### config.mk
export PLATFORM = sky130hd
export DESIGN_NAME = dispatch_unit_flat
export DESIGN_NICKNAME = d
export VERILOG_FILES = /design/src/rtl/dispatch_unit_if.sv /design/src/rtl/dispatch_unit.sv /design/src/flat_wrapper.sv
export SDC_FILE = /design/constraint.sdc
export NUM_CORES = 1
export LEC_CHECK = 0
export CAP_MARGIN = 30
export CORE_UTILIZATION = 60
export CTS_CLUSTER_SIZE = 8
export DETAILED_ROUTE_END_ITERATION = 8
export DONT_BUFFER_PORTS = 1
export PLACE_DENSITY = 0.86
export SLEW_MARGIN = 10
export SYNTH_ARGS = -nofsm -noshare
export SYNTH_HDL_FRONTEND = slang
export SYNTH_SLANG_ARGS = --single-unit
### constraint.sdc
create_clock -name clk -period 8.1 [get_ports clk]
set_clock_uncertainty 0.2 [all_clocks]
set_input_delay 1.62 -clock clk [delete_from_list [all_inputs] [get_ports clk]]
set_output_delay 1.62 -clock clk [all_outputs]
set_load 0.1 [all_outputs]
### src/rtl/dispatch_unit_if.sv
// Rename-to-dispatch handshake plus the dispatch-to-issue-queue write bus.
// The dispatch unit connects through the slave view. The surrounding
// pipeline (rename stage and issue queue) connects through the master view.
interface dispatch_unit_if #(
  parameter int PREG_BITS = 6,
  parameter int ROB_SIZE  = 64
);
  localparam int ROB_BITS = (ROB_SIZE > 1) ? $clog2(ROB_SIZE) : 1;

  // Rename stage -> dispatch
  logic                  in_valid;
  logic                  in_ready;
  logic [6:0]            in_opcode;
  logic [PREG_BITS-1:0]  in_phys_dest;
  logic [PREG_BITS-1:0]  in_phys_rs1;
  logic [PREG_BITS-1:0]  in_phys_rs2;
  logic [31:0]           in_immediate;

  // Dispatch -> issue queue
  logic                  issue_queue_full;
  logic                  write_enable;
  logic [PREG_BITS-1:0]  phys_dest;
  logic [PREG_BITS-1:0]  phys_rs1;
  logic [PREG_BITS-1:0]  phys_rs2;
  logic [31:0]           phys_rs1_val;
  logic [31:0]           phys_rs2_val;
  logic [6:0]            opcode;
  logic [31:0]           immediate;
  logic [ROB_BITS-1:0]   ROB_entry_index;

  // Dispatch unit view
  modport slave (
    input  in_valid,
    input  in_opcode,
    input  in_phys_dest,
    input  in_phys_rs1,
    input  in_phys_rs2,
    input  in_immediate,
    input  issue_queue_full,
    output in_ready,
    output write_enable,
    output phys_dest,
    output phys_rs1,
    output phys_rs2,
    output phys_rs1_val,
    output phys_rs2_val,
    output opcode,
    output immediate,
    output ROB_entry_index
  );

  // Rename stage / issue queue view
  modport master (
    output in_valid,
    output in_opcode,
    output in_phys_dest,
    output in_phys_rs1,
    output in_phys_rs2,
    output in_immediate,
    output issue_queue_full,
    input  in_ready,
    input  write_enable,
    input  phys_dest,
    input  phys_rs1,
    input  phys_rs2,
    input  phys_rs1_val,
    input  phys_rs2_val,
    input  opcode,
    input  immediate,
    input  ROB_entry_index
  );
endinterface

### src/rtl/dispatch_unit.sv
// Dispatch unit: buffers renamed instructions in a small skid FIFO, reads
// source operands from the PRF for the FIFO head, allocates ROB indices in
// order and writes one instruction per cycle into the issue queue.
module dispatch_unit #(
  parameter int DEPTH     = 4,
  parameter int ROB_SIZE  = 64,
  parameter int PREG_BITS = 6
) (
  input  logic                 clk,
  input  logic                 reset,
  input  logic                 flush,
  dispatch_unit_if.slave       bus,
  output logic [PREG_BITS-1:0] prf_rs1_addr,
  output logic [PREG_BITS-1:0] prf_rs2_addr,
  input  logic [31:0]          prf_rs1_data,
  input  logic [31:0]          prf_rs2_data,
  input  logic                 rob_alloc_ok,
  output logic                 rob_alloc
);

  localparam int PTR_BITS = $clog2(DEPTH);
  localparam int CNT_BITS = PTR_BITS + 1;
  localparam int ROB_BITS = (ROB_SIZE > 1) ? $clog2(ROB_SIZE) : 1;
  localparam logic [CNT_BITS-1:0] DEPTH_CNT = CNT_BITS'(DEPTH);
  localparam logic [ROB_BITS-1:0] ROB_LAST  = ROB_BITS'(ROB_SIZE - 1);

  // One buffered instruction.
  typedef struct packed {
    logic [6:0]           op;
    logic [PREG_BITS-1:0] dest;
    logic [PREG_BITS-1:0] rs1;
    logic [PREG_BITS-1:0] rs2;
    logic [31:0]          imm;
  } entry_t;

  // FIFO bookkeeping
  logic [PTR_BITS-1:0] wr_ptr_q, wr_ptr_d;
  logic [PTR_BITS-1:0] rd_ptr_q, rd_ptr_d;
  logic [CNT_BITS-1:0] count_q,  count_d;
  logic [ROB_BITS-1:0] rob_idx_q, rob_idx_d;

  // Issue-queue output registers
  logic                 we_q,   we_d;
  entry_t               out_q,  out_d;
  logic [31:0]          rs1_val_q, rs1_val_d;
  logic [31:0]          rs2_val_q, rs2_val_d;
  logic [ROB_BITS-1:0]  out_idx_q, out_idx_d;

  logic   push;
  logic   dispatch;
  entry_t in_entry;
  entry_t head;
  entry_t slot_data [DEPTH];
  logic [DEPTH-1:0] slot_wr;

  // Accept only with free space; a pop in the same cycle does not open a slot.
  assign bus.in_ready = !reset && !flush && (count_q < DEPTH_CNT);
  assign push         = bus.in_valid && bus.in_ready;

  // Head leaves the FIFO only when both the issue queue and the ROB can take it.
  assign dispatch  = (count_q != '0) && !bus.issue_queue_full && rob_alloc_ok
                     && !flush && !reset;
  assign rob_alloc = dispatch;

  assign in_entry.op   = bus.in_opcode;
  assign in_entry.dest = bus.in_phys_dest;
  assign in_entry.rs1  = bus.in_phys_rs1;
  assign in_entry.rs2  = bus.in_phys_rs2;
  assign in_entry.imm  = bus.in_immediate;

  // Each slot is its own register, written when the tail points at it.
  // Slots hold no architectural state, so they need no reset.
  generate
    for (genvar gi = 0; gi < DEPTH; gi++) begin : g_slot
      entry_t slot_q;

      assign slot_wr[gi]   = push && (wr_ptr_q == PTR_BITS'(gi));
      assign slot_data[gi] = slot_q;

      // Capture the incoming instruction into this slot.
      always_ff @(posedge clk) begin
        if (slot_wr[gi]) begin
          slot_q <= in_entry;
        end
      end
    end
  endgenerate

  // Head is read combinationally so the PRF lookup happens in the same cycle.
  assign head         = slot_data[rd_ptr_q];
  assign prf_rs1_addr = head.rs1;
  assign prf_rs2_addr = head.rs2;

  // Pointer, occupancy and ROB-index next state; flush discards everything.
  always_comb begin
    wr_ptr_d  = wr_ptr_q;
    rd_ptr_d  = rd_ptr_q;
    count_d   = count_q;
    rob_idx_d = rob_idx_q;
    if (flush) begin
      wr_ptr_d  = '0;
      rd_ptr_d  = '0;
      count_d   = '0;
      rob_idx_d = '0;
    end else begin
      if (push) begin
        wr_ptr_d = wr_ptr_q + 1'b1;
      end
      if (dispatch) begin
        rd_ptr_d  = rd_ptr_q + 1'b1;
        rob_idx_d = (rob_idx_q == ROB_LAST) ? '0 : rob_idx_q + 1'b1;
      end
      case ({push, dispatch})
        2'b10:   count_d = count_q + 1'b1;
        2'b01:   count_d = count_q - 1'b1;
        default: count_d = count_q;
      endcase
    end
  end

  // Output register next state: load the head on dispatch, otherwise hold.
  always_comb begin
    we_d      = dispatch;
    out_d     = out_q;
    rs1_val_d = rs1_val_q;
    rs2_val_d = rs2_val_q;
    out_idx_d = out_idx_q;
    if (dispatch) begin
      out_d     = head;
      rs1_val_d = (head.rs1 == '0) ? 32'd0 : prf_rs1_data;
      rs2_val_d = (head.rs2 == '0) ? 32'd0 : prf_rs2_data;
      out_idx_d = rob_idx_q;
    end
  end

  // State registers with synchronous reset.
  always_ff @(posedge clk) begin
    if (reset) begin
      wr_ptr_q  <= '0;
      rd_ptr_q  <= '0;
      count_q   <= '0;
      rob_idx_q <= '0;
      we_q      <= 1'b0;
      out_q     <= '0;
      rs1_val_q <= '0;
      rs2_val_q <= '0;
      out_idx_q <= '0;
    end else begin
      wr_ptr_q  <= wr_ptr_d;
      rd_ptr_q  <= rd_ptr_d;
      count_q   <= count_d;
      rob_idx_q <= rob_idx_d;
      we_q      <= we_d;
      out_q     <= out_d;
      rs1_val_q <= rs1_val_d;
      rs2_val_q <= rs2_val_d;
      out_idx_q <= out_idx_d;
    end
  end

  assign bus.write_enable    = we_q;
  assign bus.opcode          = out_q.op;
  assign bus.phys_dest       = out_q.dest;
  assign bus.phys_rs1        = out_q.rs1;
  assign bus.phys_rs2        = out_q.rs2;
  assign bus.immediate       = out_q.imm;
  assign bus.phys_rs1_val    = rs1_val_q;
  assign bus.phys_rs2_val    = rs2_val_q;
  assign bus.ROB_entry_index = out_idx_q;

endmodule

### src/flat_wrapper.sv
// flat-port wrapper written by rule: the top's interface ports become plain ports
module dispatch_unit_flat 
#(
  parameter int DEPTH     = 4,
  parameter int ROB_SIZE  = 64,
  parameter int PREG_BITS = 6
)
  (clk, reset, flush, prf_rs1_addr, prf_rs2_addr, prf_rs1_data, prf_rs2_data, rob_alloc_ok, rob_alloc, bus_in_valid, bus_in_opcode, bus_in_phys_dest, bus_in_phys_rs1, bus_in_phys_rs2, bus_in_immediate, bus_issue_queue_full, bus_in_ready, bus_write_enable, bus_phys_dest, bus_phys_rs1, bus_phys_rs2, bus_phys_rs1_val, bus_phys_rs2_val, bus_opcode, bus_immediate, bus_ROB_entry_index);
  dispatch_unit_if #(.PREG_BITS(PREG_BITS), .ROB_SIZE(ROB_SIZE)) bus_i ();
  input  logic clk;
  input  logic reset;
  input  logic flush;
  output logic [PREG_BITS-1:0] prf_rs1_addr;
  output logic [PREG_BITS-1:0] prf_rs2_addr;
  input  logic [31:0] prf_rs1_data;
  input  logic [31:0] prf_rs2_data;
  input  logic rob_alloc_ok;
  output logic rob_alloc;
  input wire logic [$bits(bus_i.in_valid)-1:0] bus_in_valid;
  input wire logic [$bits(bus_i.in_opcode)-1:0] bus_in_opcode;
  input wire logic [$bits(bus_i.in_phys_dest)-1:0] bus_in_phys_dest;
  input wire logic [$bits(bus_i.in_phys_rs1)-1:0] bus_in_phys_rs1;
  input wire logic [$bits(bus_i.in_phys_rs2)-1:0] bus_in_phys_rs2;
  input wire logic [$bits(bus_i.in_immediate)-1:0] bus_in_immediate;
  input wire logic [$bits(bus_i.issue_queue_full)-1:0] bus_issue_queue_full;
  output wire logic [$bits(bus_i.in_ready)-1:0] bus_in_ready;
  output wire logic [$bits(bus_i.write_enable)-1:0] bus_write_enable;
  output wire logic [$bits(bus_i.phys_dest)-1:0] bus_phys_dest;
  output wire logic [$bits(bus_i.phys_rs1)-1:0] bus_phys_rs1;
  output wire logic [$bits(bus_i.phys_rs2)-1:0] bus_phys_rs2;
  output wire logic [$bits(bus_i.phys_rs1_val)-1:0] bus_phys_rs1_val;
  output wire logic [$bits(bus_i.phys_rs2_val)-1:0] bus_phys_rs2_val;
  output wire logic [$bits(bus_i.opcode)-1:0] bus_opcode;
  output wire logic [$bits(bus_i.immediate)-1:0] bus_immediate;
  output wire logic [$bits(bus_i.ROB_entry_index)-1:0] bus_ROB_entry_index;
  assign bus_i.in_valid = bus_in_valid;
  assign bus_i.in_opcode = bus_in_opcode;
  assign bus_i.in_phys_dest = bus_in_phys_dest;
  assign bus_i.in_phys_rs1 = bus_in_phys_rs1;
  assign bus_i.in_phys_rs2 = bus_in_phys_rs2;
  assign bus_i.in_immediate = bus_in_immediate;
  assign bus_i.issue_queue_full = bus_issue_queue_full;
  assign bus_in_ready = bus_i.in_ready;
  assign bus_write_enable = bus_i.write_enable;
  assign bus_phys_dest = bus_i.phys_dest;
  assign bus_phys_rs1 = bus_i.phys_rs1;
  assign bus_phys_rs2 = bus_i.phys_rs2;
  assign bus_phys_rs1_val = bus_i.phys_rs1_val;
  assign bus_phys_rs2_val = bus_i.phys_rs2_val;
  assign bus_opcode = bus_i.opcode;
  assign bus_immediate = bus_i.immediate;
  assign bus_ROB_entry_index = bus_i.ROB_entry_index;
  dispatch_unit #(.DEPTH(DEPTH), .ROB_SIZE(ROB_SIZE), .PREG_BITS(PREG_BITS)) u_core (.clk(clk), .reset(reset), .flush(flush), .bus(bus_i), .prf_rs1_addr(prf_rs1_addr), .prf_rs2_addr(prf_rs2_addr), .prf_rs1_data(prf_rs1_data), .prf_rs2_data(prf_rs2_data), .rob_alloc_ok(rob_alloc_ok), .rob_alloc(rob_alloc));
endmodule
==> flow_summary.toml <==
[status]
outcome = "complete, no violations"

[final_layout]
drive_gt1_share_pct = 20.5
antenna_cells = 0
area_delta_synth_final_pct = 13.3
layout.nets = 1101

[power]
swShare_pct = 20.2
ir_drop_mv = 0.173
p_leak_nw = 5.03
pwr-share-clk_pct = 48.4
switchingPower_w = 0.000811
powerDensity_nw_per_um2 = 253
seqPwrFrac_pct = 50.2
intPower_w = 0.00321
pwr-share-comb_pct = 1.4

[grt]
antenna_found_initial = 0
grt_pass1_wl_microns = 45200
globalRouteOverflowTotal = 0
grt_pass1_vias = 8093
grt_max_degree = 129
grtUsageTotal_pct = 25.0

[sta]
relSlewSlack_pct = 30.2
setup_ws_ns = 2.60
drv_slew = 0
setup_tns_ns = 0
post-route-period-util_pct = 67.8
period_needed_ns = 5.50
fmaxAchievable_ghz = 0.182
rsz0062_at_grt = "no"
tightest_slew_ns = 1.05
final-setup-viol-count = 0
hold_viol = 0

[cts]
clock_path_buffers = 3
cts_num_sinks = 369
root_buffer = "clkbuf_16"
hold_buffers = 0
ctsHtreeMaxLevel = 2
cts_tree = "built"
ctsResizeCount = 0
clk_latency_ns = 0.57
post_cts_buffers = 0
cts_made_buffers = 52
path_clk_slew_ns = 0.05

[setup_path]
rr_worst_depth = 9
arrival_ns = 3.68
path_cells = "or2_0 -> or3_4 -> inv_6"
cpLargestDelayFamily = "simple AND/OR/NAND/NOR gates"
slowest_delay_ns = 0.79
worstSetupEndpointType = "output port"
criticalPathCategory = "input pin to output port"
slowest_stage = "or3_4"
start_kind = "input pin"
worst-path-stages = 3
cp.required_ns = 6.28
critPathBufInv = 1
cp_max_fo = 63

[route]
first_iter_violations = 552
antenna_left = 0
wl_microns = 30500
drcViolationCount = 0
viasPerCell = 6.05
wl_per_cell_microns = 23.3
vias = 7928
dr.pass1.iters = 7

[placed_design]
pre_cts_ws_ns = 2.59
hpwl_microns = 17800
io_buffer_count = 0
gp_congestion = 0.769

[floorplan]
initial_core_util_pct = 61.7
io_pins = 269
die_w_microns = 155
die_area_sq_um = 24000
fp.coreArea_sq_um = 22800
die_h_microns = 155
placementRows = 55

[synth]
syn_area_per_cell_sq_um = 14.6
netlist_area_sq_um = 14000
ys_seq_area_share_pct = 68.8
yosysWarnings = 0
netlist_instances = 965
ys_seq_elements = 369
synth_nets = 1099
yosysUniqueCellTypes = 37

[flow_run]
maxCapViolations = 0

[hold_path]
hold_path.class = "flip-flop to flip-flop"
min_path_cells = 2
-- synthesized netlist by cell type --
library cell | count | area share [%]
edfxtp_1 | 228 | 49
nand2_1 | 193 | 5.2
dfxtp_1 | 141 | 20
a21oi_1 | 131 | 4.7
o211ai_2 | 60 | 5.3
mux4_2 | 54 | 8.7
clkbuf_1 | 37 | 0.99
buf_2 | 26 | 0.93
nor2_1 | 13 | 0.35
buf_4 | 12 | 0.64
buf_6 | 9 | 0.72
inv_1 | 9 | 0.24
xnor2_1 | 7 | 0.44
ha_1 | 6 | 0.53
and2_1 | 4 | 0.18
o211ai_1 | 4 | 0.21
mux4_1 | 3 | 0.56
nand3_1 | 2 | 0.071
nor3_1 | 2 | 0.071
nor3b_1 | 2 | 0.11
nor4_1 | 2 | 0.089
o21ai_0 | 2 | 0.071
or3_1 | 2 | 0.089
or4_4 | 2 | 0.16
xor2_1 | 2 | 0.12
a31o_2 | 1 | 0.062
and3_1 | 1 | 0.045
buf_1 | 1 | 0.027
buf_12 | 1 | 0.14
fa_1 | 1 | 0.14
mux2i_1 | 1 | 0.071
nand2b_1 | 1 | 0.045
o31ai_1 | 1 | 0.053
or2_0 | 1 | 0.045
or2_1 | 1 | 0.045
or2_2 | 1 | 0.045
or4_1 | 1 | 0.053
-- path summary, 6_finish.rpt --
check	to	startpoint	slack [ns]
setup / recovery	rob_alloc	flush	2.60
setup reg to reg	u_core.count_q[2]$_SDFFE_PP0P_	u_core.count_q[2]$_SDFFE_PP0P_	4.40
hold / removal	u_core.bus.ROB_entry_index[5]$_SDFFE_PP0P_	u_core.rob_idx_q[5]$_SDFFE_PP0P_	0.30
hold reg to reg	u_core.bus.ROB_entry_index[5]$_SDFFE_PP0P_	u_core.rob_idx_q[5]$_SDFFE_PP0P_	0.30
-- routing by layer --
metal	up-vias	global-route usage, %	share of wire [%]
li1	3559	-	-
met2	341	43.8	51
met1	3971	28.3	36
met3	57	8.50	10
met4	0	9.81	2.6
met5	-	0	0
-- tightest hold or removal path, cell delays in order (launching register included) --
cell     delay (ns)
dfxtp_1        0.33
nand2_1        0.06
a21oi_1        0.05
-- final cells by class --
cell class	instances	area (sq um)
sequential	369	9670
tap	313	392
clock buffer	81	1410
inverter	9	38.8
timing repair buffer	34	447
multi-input combinational	501	3870
fill	1470	6860
clock inverter	4	85.1
-- power groups by stage --
| stage | clock (W) | sequential [W] | combinational, W |
|---|---|---|---|
| 2_1_floorplan | 0 | 0.00206 | 0.0000548 |
| 3_3_place_gp | 0 | 0.00206 | 0.0000496 |
| 3_5_place_dp | 0 | 0.00206 | 0.0000537 |
| 4_1_cts | 0.00197 | 0.00202 | 0.0000540 |
| 5_1_grt | 0.00206 | 0.00202 | 0.0000577 |
| 6_report | 0.00195 | 0.00202 | 0.0000548 |
-- layout by cell type (no fill, tap or decap), types with 3 or more instances in the layout --
| master | instances |
|---|---|
| a21oi_1 | 131 |
| mux4_2 | 54 |
| nand2_1 | 193 |
| xnor2_1 | 7 |
| dfxtp_1 | 139 |
| o211ai_1 | 4 |
| clkbuf_16 | 52 |
| edfxtp_1 | 228 |
| inv_1 | 8 |
| o211ai_2 | 60 |
| buf_4 | 8 |
| ha_1 | 6 |
| mux4_1 | 3 |
| clkbuf_1 | 38 |
| buf_1 | 4 |
| buf_16 | 11 |
| nor2_1 | 12 |
| and2_2 | 4 |
-- state kept, by name, indices dropped and copies added, names as in the netlist --
signal,flops
u_core.bus.immediate,32
u_core.bus.ROB_entry_index,6
u_core.bus.phys_rs2_val,32
u_core.g_slot.slot_q,228
u_core.wr_ptr_q,2
u_core.rd_ptr_q,2
u_core.count_q,3
u_core.bus.phys_rs2,6
u_core.bus.write_enable,1
u_core.rob_idx_q,6
u_core.bus.opcode,7
u_core.bus.phys_rs1,6
u_core.bus.phys_dest,6
u_core.bus.phys_rs1_val,32
-- cells by family after synthesis --
logic type | synth area share (%)
multiplexers | 9.29
flip-flops | 68.8
AND/OR/NAND/NOR | 6.55
XOR/XNOR | 0.561
buffers and inverters | 3.69
AO/OA/AOI/OAI | 10.4
adder cells (fa/ha/maj) | 0.677
-- stage by stage --
stage / total power (W) / area (sq um) / hold slack (ns) / instances / utilization [%]
3_3_place_gp: 0.00210 / 14000 / 0.276 / 1200 / 61.6
5_1_grt: 0.00413 / 15900 / 0.307 / 1311 / 69.9
4_1_cts: 0.00404 / 15700 / 0.293 / 1295 / 68.9
6_report: 0.00402 / 15900 / 0.297 / 1311 / 69.9
2_1_floorplan: 0.00211 / 14000 / 0.254 / 965 / -
3_5_place_dp: 0.00211 / 14200 / 0.283 / 1210 / 62.4
(Power assumes the default switching activity.)
